$ cat src/rtl/cpu_bus_frontend.sv
// ---------------------------------------------------------------------------
// CpuBusFrontend (module cpu_bus_frontend)
//
// Purpose:
//   Generates a slow, programmable CPU clock from the fast AXI_CLK. It also
//   produces a stretched CPU reset. Once per generated CPU clock period it
//   samples a classic multiplexed address/data CPU bus:
//     - a divider counter runs 0..P-1; cpu_clk is high while cnt < H
//     - new P/H requests are queued and applied only at a period boundary
//     - cpu_reset_out stays high until RESET_HOLD CPU clock rises have
//       occurred after CPU_RESET is released
//     - on every CPU clock rise the bus strobes and AD pins are registered.
//       The address is latched when ALE is high, and read/write cycle
//       starts are flagged on falling nRD/nWR.
//
// Ports:
//   AXI_CLK        in   sole clock, all state changes on its rising edge
//   CPU_RESET      in   synchronous active-high reset
//   cfg_div        in   requested CPU clock period (AXI_CLK cycles)
//   cfg_high       in   requested CPU clock high-phase length
//   cfg_load       in   one-cycle strobe requesting cfg_div/cfg_high
//   a_hi           in   upper address pins (ADDR_W-DATA_W bits)
//   ad_in          in   multiplexed address/data pins
//   nRD, nWR       in   raw active-low read/write strobes
//   IO_nM          in   raw IO/memory select
//   ALE            in   raw address latch enable
//   cpu_clk        out  generated CPU clock
//   cpu_clk_rise   out  one-cycle pulse in the cycle cnt = 0
//   cpu_clk_fall   out  one-cycle pulse in the cycle cnt = H
//   cpu_reset_out  out  stretched CPU reset
//   r_A            out  latched full address {a_hi, ad_in}
//   r_AD           out  sampled AD pins
//   r_nRD, r_nWR   out  sampled strobes
//   r_IO_nM        out  sampled IO/memory select
//   rd_start       out  one-cycle pulse when a read cycle begins
//   wr_start       out  one-cycle pulse when a write cycle begins
// ---------------------------------------------------------------------------
module cpu_bus_frontend #(
  parameter int ADDR_W     = 20,
  parameter int DATA_W     = 8,
  parameter int DIV_W      = 5,
  parameter int DEF_DIV    = 15,
  parameter int DEF_HIGH   = 5,
  parameter int RESET_HOLD = 255
) (
  input  logic                     AXI_CLK,
  input  logic                     CPU_RESET,
  input  logic [DIV_W-1:0]         cfg_div,
  input  logic [DIV_W-1:0]         cfg_high,
  input  logic                     cfg_load,
  input  logic [ADDR_W-DATA_W-1:0] a_hi,
  input  logic [DATA_W-1:0]        ad_in,
  input  logic                     nRD,
  input  logic                     nWR,
  input  logic                     IO_nM,
  input  logic                     ALE,
  output logic                     cpu_clk,
  output logic                     cpu_clk_rise,
  output logic                     cpu_clk_fall,
  output logic                     cpu_reset_out,
  output logic [ADDR_W-1:0]        r_A,
  output logic [DATA_W-1:0]        r_AD,
  output logic                     r_nRD,
  output logic                     r_nWR,
  output logic                     r_IO_nM,
  output logic                     rd_start,
  output logic                     wr_start
);

  // Hold counter gets one spare code so RESET_HOLD = 0 still has a legal width.
  localparam int HOLD_W = $clog2(RESET_HOLD + 2);

  localparam logic [DIV_W-1:0]  DEF_P    = DIV_W'(DEF_DIV);
  localparam logic [DIV_W-1:0]  DEF_H    = DIV_W'(DEF_HIGH);
  localparam logic [DIV_W-1:0]  MIN_P    = DIV_W'(2);
  localparam logic [DIV_W-1:0]  ONE      = DIV_W'(1);
  localparam logic [HOLD_W-1:0] HOLD_MAX = HOLD_W'(RESET_HOLD);

  // Active timing, divider counter and queued reload request.
  logic [DIV_W-1:0]  r_P;
  logic [DIV_W-1:0]  r_H;
  logic [DIV_W-1:0]  r_cnt;
  logic              r_pend;
  logic [DIV_W-1:0]  r_pendDiv;
  logic [DIV_W-1:0]  r_pendHigh;
  logic              r_cpuClk;
  logic [HOLD_W-1:0] r_holdCnt;

  logic [DIV_W-1:0]  w_cfgDiv;
  logic [DIV_W-1:0]  w_cfgHigh;
  logic              w_wrap;
  logic              w_applyValid;
  logic [DIV_W-1:0]  w_applyDiv;
  logic [DIV_W-1:0]  w_applyHigh;
  logic [DIV_W-1:0]  w_pNext;
  logic [DIV_W-1:0]  w_hNext;
  logic [DIV_W-1:0]  w_cntNext;
  logic              w_rise;
  logic              w_fall;

  // Clamp the requested timing so the generated clock always has at least
  // one high and one low cycle. The high clamp uses the already-clamped
  // period, so cfg_div = 1 with any cfg_high yields a 1/1 clock.
  always_comb begin
    w_cfgDiv  = (cfg_div < MIN_P) ? MIN_P : cfg_div;
    w_cfgHigh = cfg_high;
    if (cfg_high == '0) begin
      w_cfgHigh = ONE;
    end else if (cfg_high >= w_cfgDiv) begin
      w_cfgHigh = w_cfgDiv - ONE;
    end
  end

  // Next-state of the divider. A reload takes effect exactly when the
  // counter wraps, so the period in progress always completes with its old
  // timing. A cfg_load arriving in the wrap cycle itself is the newest
  // request and is applied directly rather than waiting a whole period.
  always_comb begin
    w_wrap       = (r_cnt == r_P - ONE);
    w_applyValid = cfg_load | r_pend;
    w_applyDiv   = cfg_load ? w_cfgDiv  : r_pendDiv;
    w_applyHigh  = cfg_load ? w_cfgHigh : r_pendHigh;
    w_pNext      = r_P;
    w_hNext      = r_H;
    if (w_wrap && w_applyValid) begin
      w_pNext = w_applyDiv;
      w_hNext = w_applyHigh;
    end
    w_cntNext = w_wrap ? '0 : r_cnt + ONE;
  end

  // Divider timebase. cpu_clk is registered from the next counter/high
  // values so it equals (cnt < H) every cycle without a combinational
  // comparator (and its glitches) driving the CPU clock pin.
  always_ff @(posedge AXI_CLK) begin
    if (CPU_RESET) begin
      r_cnt      <= '0;
      r_P        <= DEF_P;
      r_H        <= DEF_H;
      r_pend     <= 1'b0;
      r_pendDiv  <= DEF_P;
      r_pendHigh <= DEF_H;
      r_cpuClk   <= 1'b1;
    end else begin
      r_cnt    <= w_cntNext;
      r_P      <= w_pNext;
      r_H      <= w_hNext;
      r_cpuClk <= (w_cntNext < w_hNext);
      if (w_wrap) begin
        r_pend <= 1'b0;
      end else if (cfg_load) begin
        // A later request simply replaces an earlier unapplied one.
        r_pend     <= 1'b1;
        r_pendDiv  <= w_cfgDiv;
        r_pendHigh <= w_cfgHigh;
      end
    end
  end

  // Phase pulses are decoded from the counter and masked by reset, so the
  // very first cycle after release already reports a rise.
  always_comb begin
    w_rise = ~CPU_RESET & (r_cnt == '0);
    w_fall = ~CPU_RESET & (r_cnt == r_H);
  end

  assign cpu_clk      = r_cpuClk;
  assign cpu_clk_rise = w_rise;
  assign cpu_clk_fall = w_fall;

  // Reset stretcher: count CPU clock rises after release and saturate, so
  // the CPU sees a clean reset spanning RESET_HOLD of its own clocks.
  always_ff @(posedge AXI_CLK) begin
    if (CPU_RESET) begin
      r_holdCnt <= '0;
    end else if (w_rise && (r_holdCnt < HOLD_MAX)) begin
      r_holdCnt <= r_holdCnt + HOLD_W'(1);
    end
  end

  assign cpu_reset_out = CPU_RESET | (r_holdCnt < HOLD_MAX);

  // Bus sampler: the CPU bus is only meaningful at CPU clock rises, so all
  // sampling happens in the cpu_clk_rise cycle. Start pulses compare the
  // freshly sampled strobe with the previous sample, so they line up with
  // the r_nRD/r_nWR update. They are held off while the CPU is in reset.
  // Read and write are judged independently.
  always_ff @(posedge AXI_CLK) begin
    if (CPU_RESET) begin
      r_nRD    <= 1'b1;
      r_nWR    <= 1'b1;
      r_IO_nM  <= 1'b0;
      r_AD     <= '0;
      r_A      <= '0;
      rd_start <= 1'b0;
      wr_start <= 1'b0;
    end else begin
      rd_start <= 1'b0;
      wr_start <= 1'b0;
      if (w_rise) begin
        r_nRD    <= nRD;
        r_nWR    <= nWR;
        r_IO_nM  <= IO_nM;
        r_AD     <= ad_in;
        rd_start <= ~cpu_reset_out & r_nRD & ~nRD;
        wr_start <= ~cpu_reset_out & r_nWR & ~nWR;
        if (ALE) begin
          r_A <= {a_hi, ad_in};
        end
      end
    end
  end

endmodule

$ cat config.mk
export PLATFORM = sky130hd
export DESIGN_NAME = cpu_bus_frontend
export DESIGN_NICKNAME = d
export VERILOG_FILES = /design/src/rtl/cpu_bus_frontend.sv
export SDC_FILE = /design/constraint.sdc
export NUM_CORES = 1
export LEC_CHECK = 0
export CAP_MARGIN = 20
export CORE_ASPECT_RATIO = 1.75
export CORE_MARGIN = 2
export CORE_UTILIZATION = 45
export DETAILED_ROUTE_END_ITERATION = 8
export PLACE_DENSITY = 0.75
export SYNTH_ARGS = -nofsm -noshare
export SYNTH_HDL_FRONTEND = slang
export SYNTH_SLANG_ARGS = --single-unit
$ cat constraint.sdc
create_clock -name AXI_CLK -period 4 [get_ports AXI_CLK]
set_clock_uncertainty 0.1 [all_clocks]
set_input_delay 1.2 -clock AXI_CLK [delete_from_list [all_inputs] [get_ports AXI_CLK]]
set_output_delay 1.2 -clock AXI_CLK [all_outputs]
set_load 0.05 [all_outputs]
==> impl_metrics.py <==
metrics = {
    "final_layout": {
        "stdcell_count": 549,
        "syn2layout_area_growth_pct": 40.4,
        "drive_gt1_share_pct": 17.1,
        "layout.nets": 509,
        "fillers": 618,
        "antennaDiodeCount": 0,
    },
    "logic_synthesis": {
        "synth-xor-area-share_pct": 6.06,
        "synthMuxAreaShare_pct": 1.25,
        "yosys_warnings": 0,
        "synth-adder-area-share_pct": 5.30,
        "synth_ff_type": "dfxtp_1",
        "synth_edf_count": 0,
        "netlist.area_leader.share_pct": 41.8,
        "avgSynthCellArea_um2": 9.05,
        "synth_most_common_cell": "dfxtp_1",
        "synth_common_cells": "dfxtp_1 (69), nand2_1 (62), nor2_1 (24)",
        "synth_top_area_cell": "dfxtp_1",
        "netlist_instances": 365,
        "ys_seq_area_share_pct": 41.8,
        "synth-seq-cells": 69,
        "synth_compound_area_share_pct": 20.1,
        "synthSimpleGateAreaFrac_pct": 20.7,
        "netlist_area_um2": 3300,
        "netlist_top_cells_area": "dfxtp_1 (42%), nand2_1 (7.0%), ha_1 (5.3%)",
        "ys_types": 59,
        "async_flop_share_pct": 0,
        "synth_nets": 416,
        "synth_top_family_by_area": "simple AND/OR/NAND/NOR gates",
    },
    "drt": {
        "routed_wl_mm": 8.82,
        "via_per_inst": 5.53,
        "drtIter0Drc": 130,
        "wl_met1_mm": 3.12,
        "firstDrtPassIters": 4,
        "vias": 3038,
        "dr_wl_met3_um": 458,
        "highest_layer": "met4",
        "route.met2.wl_mm": 4.87,
        "wl_per_cell_um": 16.1,
        "final_antenna_net_count": 0,
        "drc_errors": 0,
    },
    "sta": {
        "post-route-min-period_ps": 3880,
        "hold_viol": 0,
        "tightest_slew_ps": 709,
        "fin_ws_ps": 119,
        "max_freq_ghz": 0.258,
        "maxSlewHeadroom_pct": 52.7,
        "setup_viol": 0,
        "slew_violations": 0,
        "fin_crit_sh_pct": 97.0,
    },
    "global_routing": {
        "grt_pass1_wl_mm": 14.5,
        "grt_overflow": 0,
        "antenna_found_initial": 0,
        "grt_max_degree": 31,
        "grt_usage_pct": 24.0,
        "grt_pass1_vias": 3158,
    },
    "cts": {
        "root_buffer": "clkbuf_16",
        "clkSinkCount": 69,
        "clkTransAtPathRegs_ps": 50,
        "clk_latency_ps": 330,
        "postCtsHoldBufs": 0,
        "cts_made_buffers": 9,
        "cts_tree": "done",
        "cts_max_level": 3,
        "cts_buffer_depth": 2,
    },
    "place": {
        "place_congestion": 0.885,
        "dp_hpwl_mm": 6.52,
        "place_ws_ps": -590,
        "port_buffers": 73,
        "numPlacedInstances": 532,
    },
    "worst_setup_path": {
        "r2r_slack_ps": 1010,
        "arrival_ps": 4060,
        "path_class": "in2reg",
        "cp.required_ps": 4180,
        "crit_fanout": 3,
        "worst_path_max_delay_cell": "o41ai_4",
        "crit_family": "compound AO/OA/AOI/OAI gates",
        "critPathMaxStageDelay_ps": 320,
        "path_cells": "clkdlybuf4s15_1, o41ai_4, inv_1, ha_4, nor2b_2, o21ai_2, a31oi_4, buf_4, o211ai_1, nand3_1, nand2_1, ha_1, a21o_1, a21o_1, a221oi_2, a211o_1",
        "crit_top_cell": "a21o_1",
        "endpoint_kind": "flop",
        "start_kind": "primary input",
        "reg2reg_depth": 12,
        "worst-path-stages": 16,
        "crit_buf_inv": 3,
    },
    "flow_run": {
        "cap_viol_max_count": 0,
    },
    "pwr": {
        "ir_drop_v": 0.000293,
        "p_leak_nw": 1.97,
        "powerDensity_nw_per_um2": 412,
    },
    "floorplanning": {
        "start_util_pct": 46.0,
        "fp-row-count": 41,
        "die_w_um": 68.8,
        "dieArea_um2": 8070,
        "die_y_um": 117,
        "boundaryPins": 74,
        "core_um2": 7180,
    },
    "min_path": {
        "worstHoldPathType": "reg2reg",
        "whs_path_depth": 2,
    },
    "status": {
        "outcome": "complete, no violations",
    },
}
==> layout make-up <==
type / instances / area (um2) / share of cell area [%]
timing repair buffer: 100 / 955 / 20.6
inverter: 15 / 56.3 / 1.21
sequential: 69 / 1380 / 29.8
multi-input combinational: 263 / 1850 / 39.8
tap: 86 / 108 / 2.32
clock buffer: 11 / 243 / 5.23
clock inverter: 5 / 50.0 / 1.08
==> worst min-delay path, delay by kind of cell (launching register included) <==
kind | cells | cell delay [ps]
AND/OR/NAND/NOR | 1 | 50
AO/OA/AOI/OAI | 1 | 50
flip-flops | 1 | 300
==> per-layer routing <==
layer,up-vias,GRT usage (%)
met5,-,0
met4,0,13.8
met3,31,7.57
met2,93,41.9
met1,1439,23.3
li1,1475,-
==> power breakdown <==
group / internal [mW] / switching [mW] / total (mW)
combinational: 0.160 / 0.226 / 0.387
sequential: 0.728 / 0.0288 / 0.757
clock: 0.494 / 0.275 / 0.770
==> timing repair <==
action                     in CTS  in global routing
gates resized for setup        13                 12
setup endpoints to repair       1                  1
cloned                          0                  0
setup buffers                   0                  1
pin swaps                       3                 12
==> registers in the layout (all words and copies together) (netlist names) <==
register / cells
cpu_clk: 1
r_A: 20
r_AD: 8
r_H: 5
r_IO_nM: 1
r_P: 5
r_cnt: 5
r_holdCnt: 9
r_nRD: 1
r_nWR: 1
r_pend: 1
r_pendDiv: 5
r_pendHigh: 5
rd_start: 1
wr_start: 1
==> final timing paths <==
check	from	endpoint
worst min-delay path	r_A[4]	r_A[4]
worst min register to register	r_A[4]	r_A[4]
worst max-delay path	cfg_div[1]	cpu_clk
worst max register to register	r_P[0]	cpu_clk
==> per-stage QoR <==
step                      hold WS [ps]  power (mW)  TNS [ps]  instance area (um2)  utilization, %
after CTS                          351        1.93         0                 4610            64.3
after global routing               366        2.00     -38.4                 4640            64.6
after global placement             340        1.13      -484                 4290            59.7
final                              352        1.91         0                 4640            64.6
after detailed placement           346        1.14      -590                 4290            59.7
after floorplan                    336       0.992         0                 3320               -
==> cell usage in the layout (no fill, tap or decap), types with 3 or more instances in the layout <==
master           synthesis  routed
clkdlybuf4s50_1          0      65
a311o_1                  3       3
a21o_1                   5       5
o21ai_0                  9       6
nand2b_1                 4       4
o211ai_1                11      11
clkinv_2                 0       4
nand3_1                 20      20
nand2_1                 62      61
nor3_1                   3       3
and3_1                   6       6
nor2_1                  24      24
buf_4                    1      27
a22o_1                   9       9
a21oi_1                 18      16
dfxtp_1                 69      69
inv_1                   15      15
xnor2_1                 11      11
buf_12                   0       3
o211a_1                  3       3
mux2i_1                  3       3
ha_1                    14      13
nand2_2                  2       3
clkbuf_16                0       9
o21ai_2                  2       5
nand4_1                  3       3
xor2_1                  10      10
==> kinds of logic (layout without fill, tap and decap cells) <==
logic type / Yosys count / count (layout)
AO/OA/AOI/OAI: 85 / 85
XOR/XNOR: 22 / 22
adder cells (fa/ha/maj): 14 / 14
buffers and inverters: 33 / 131
flip-flops: 69 / 69
multiplexers: 4 / 4
AND/OR/NAND/NOR: 138 / 138
Power figures use the tool's default switching activity.
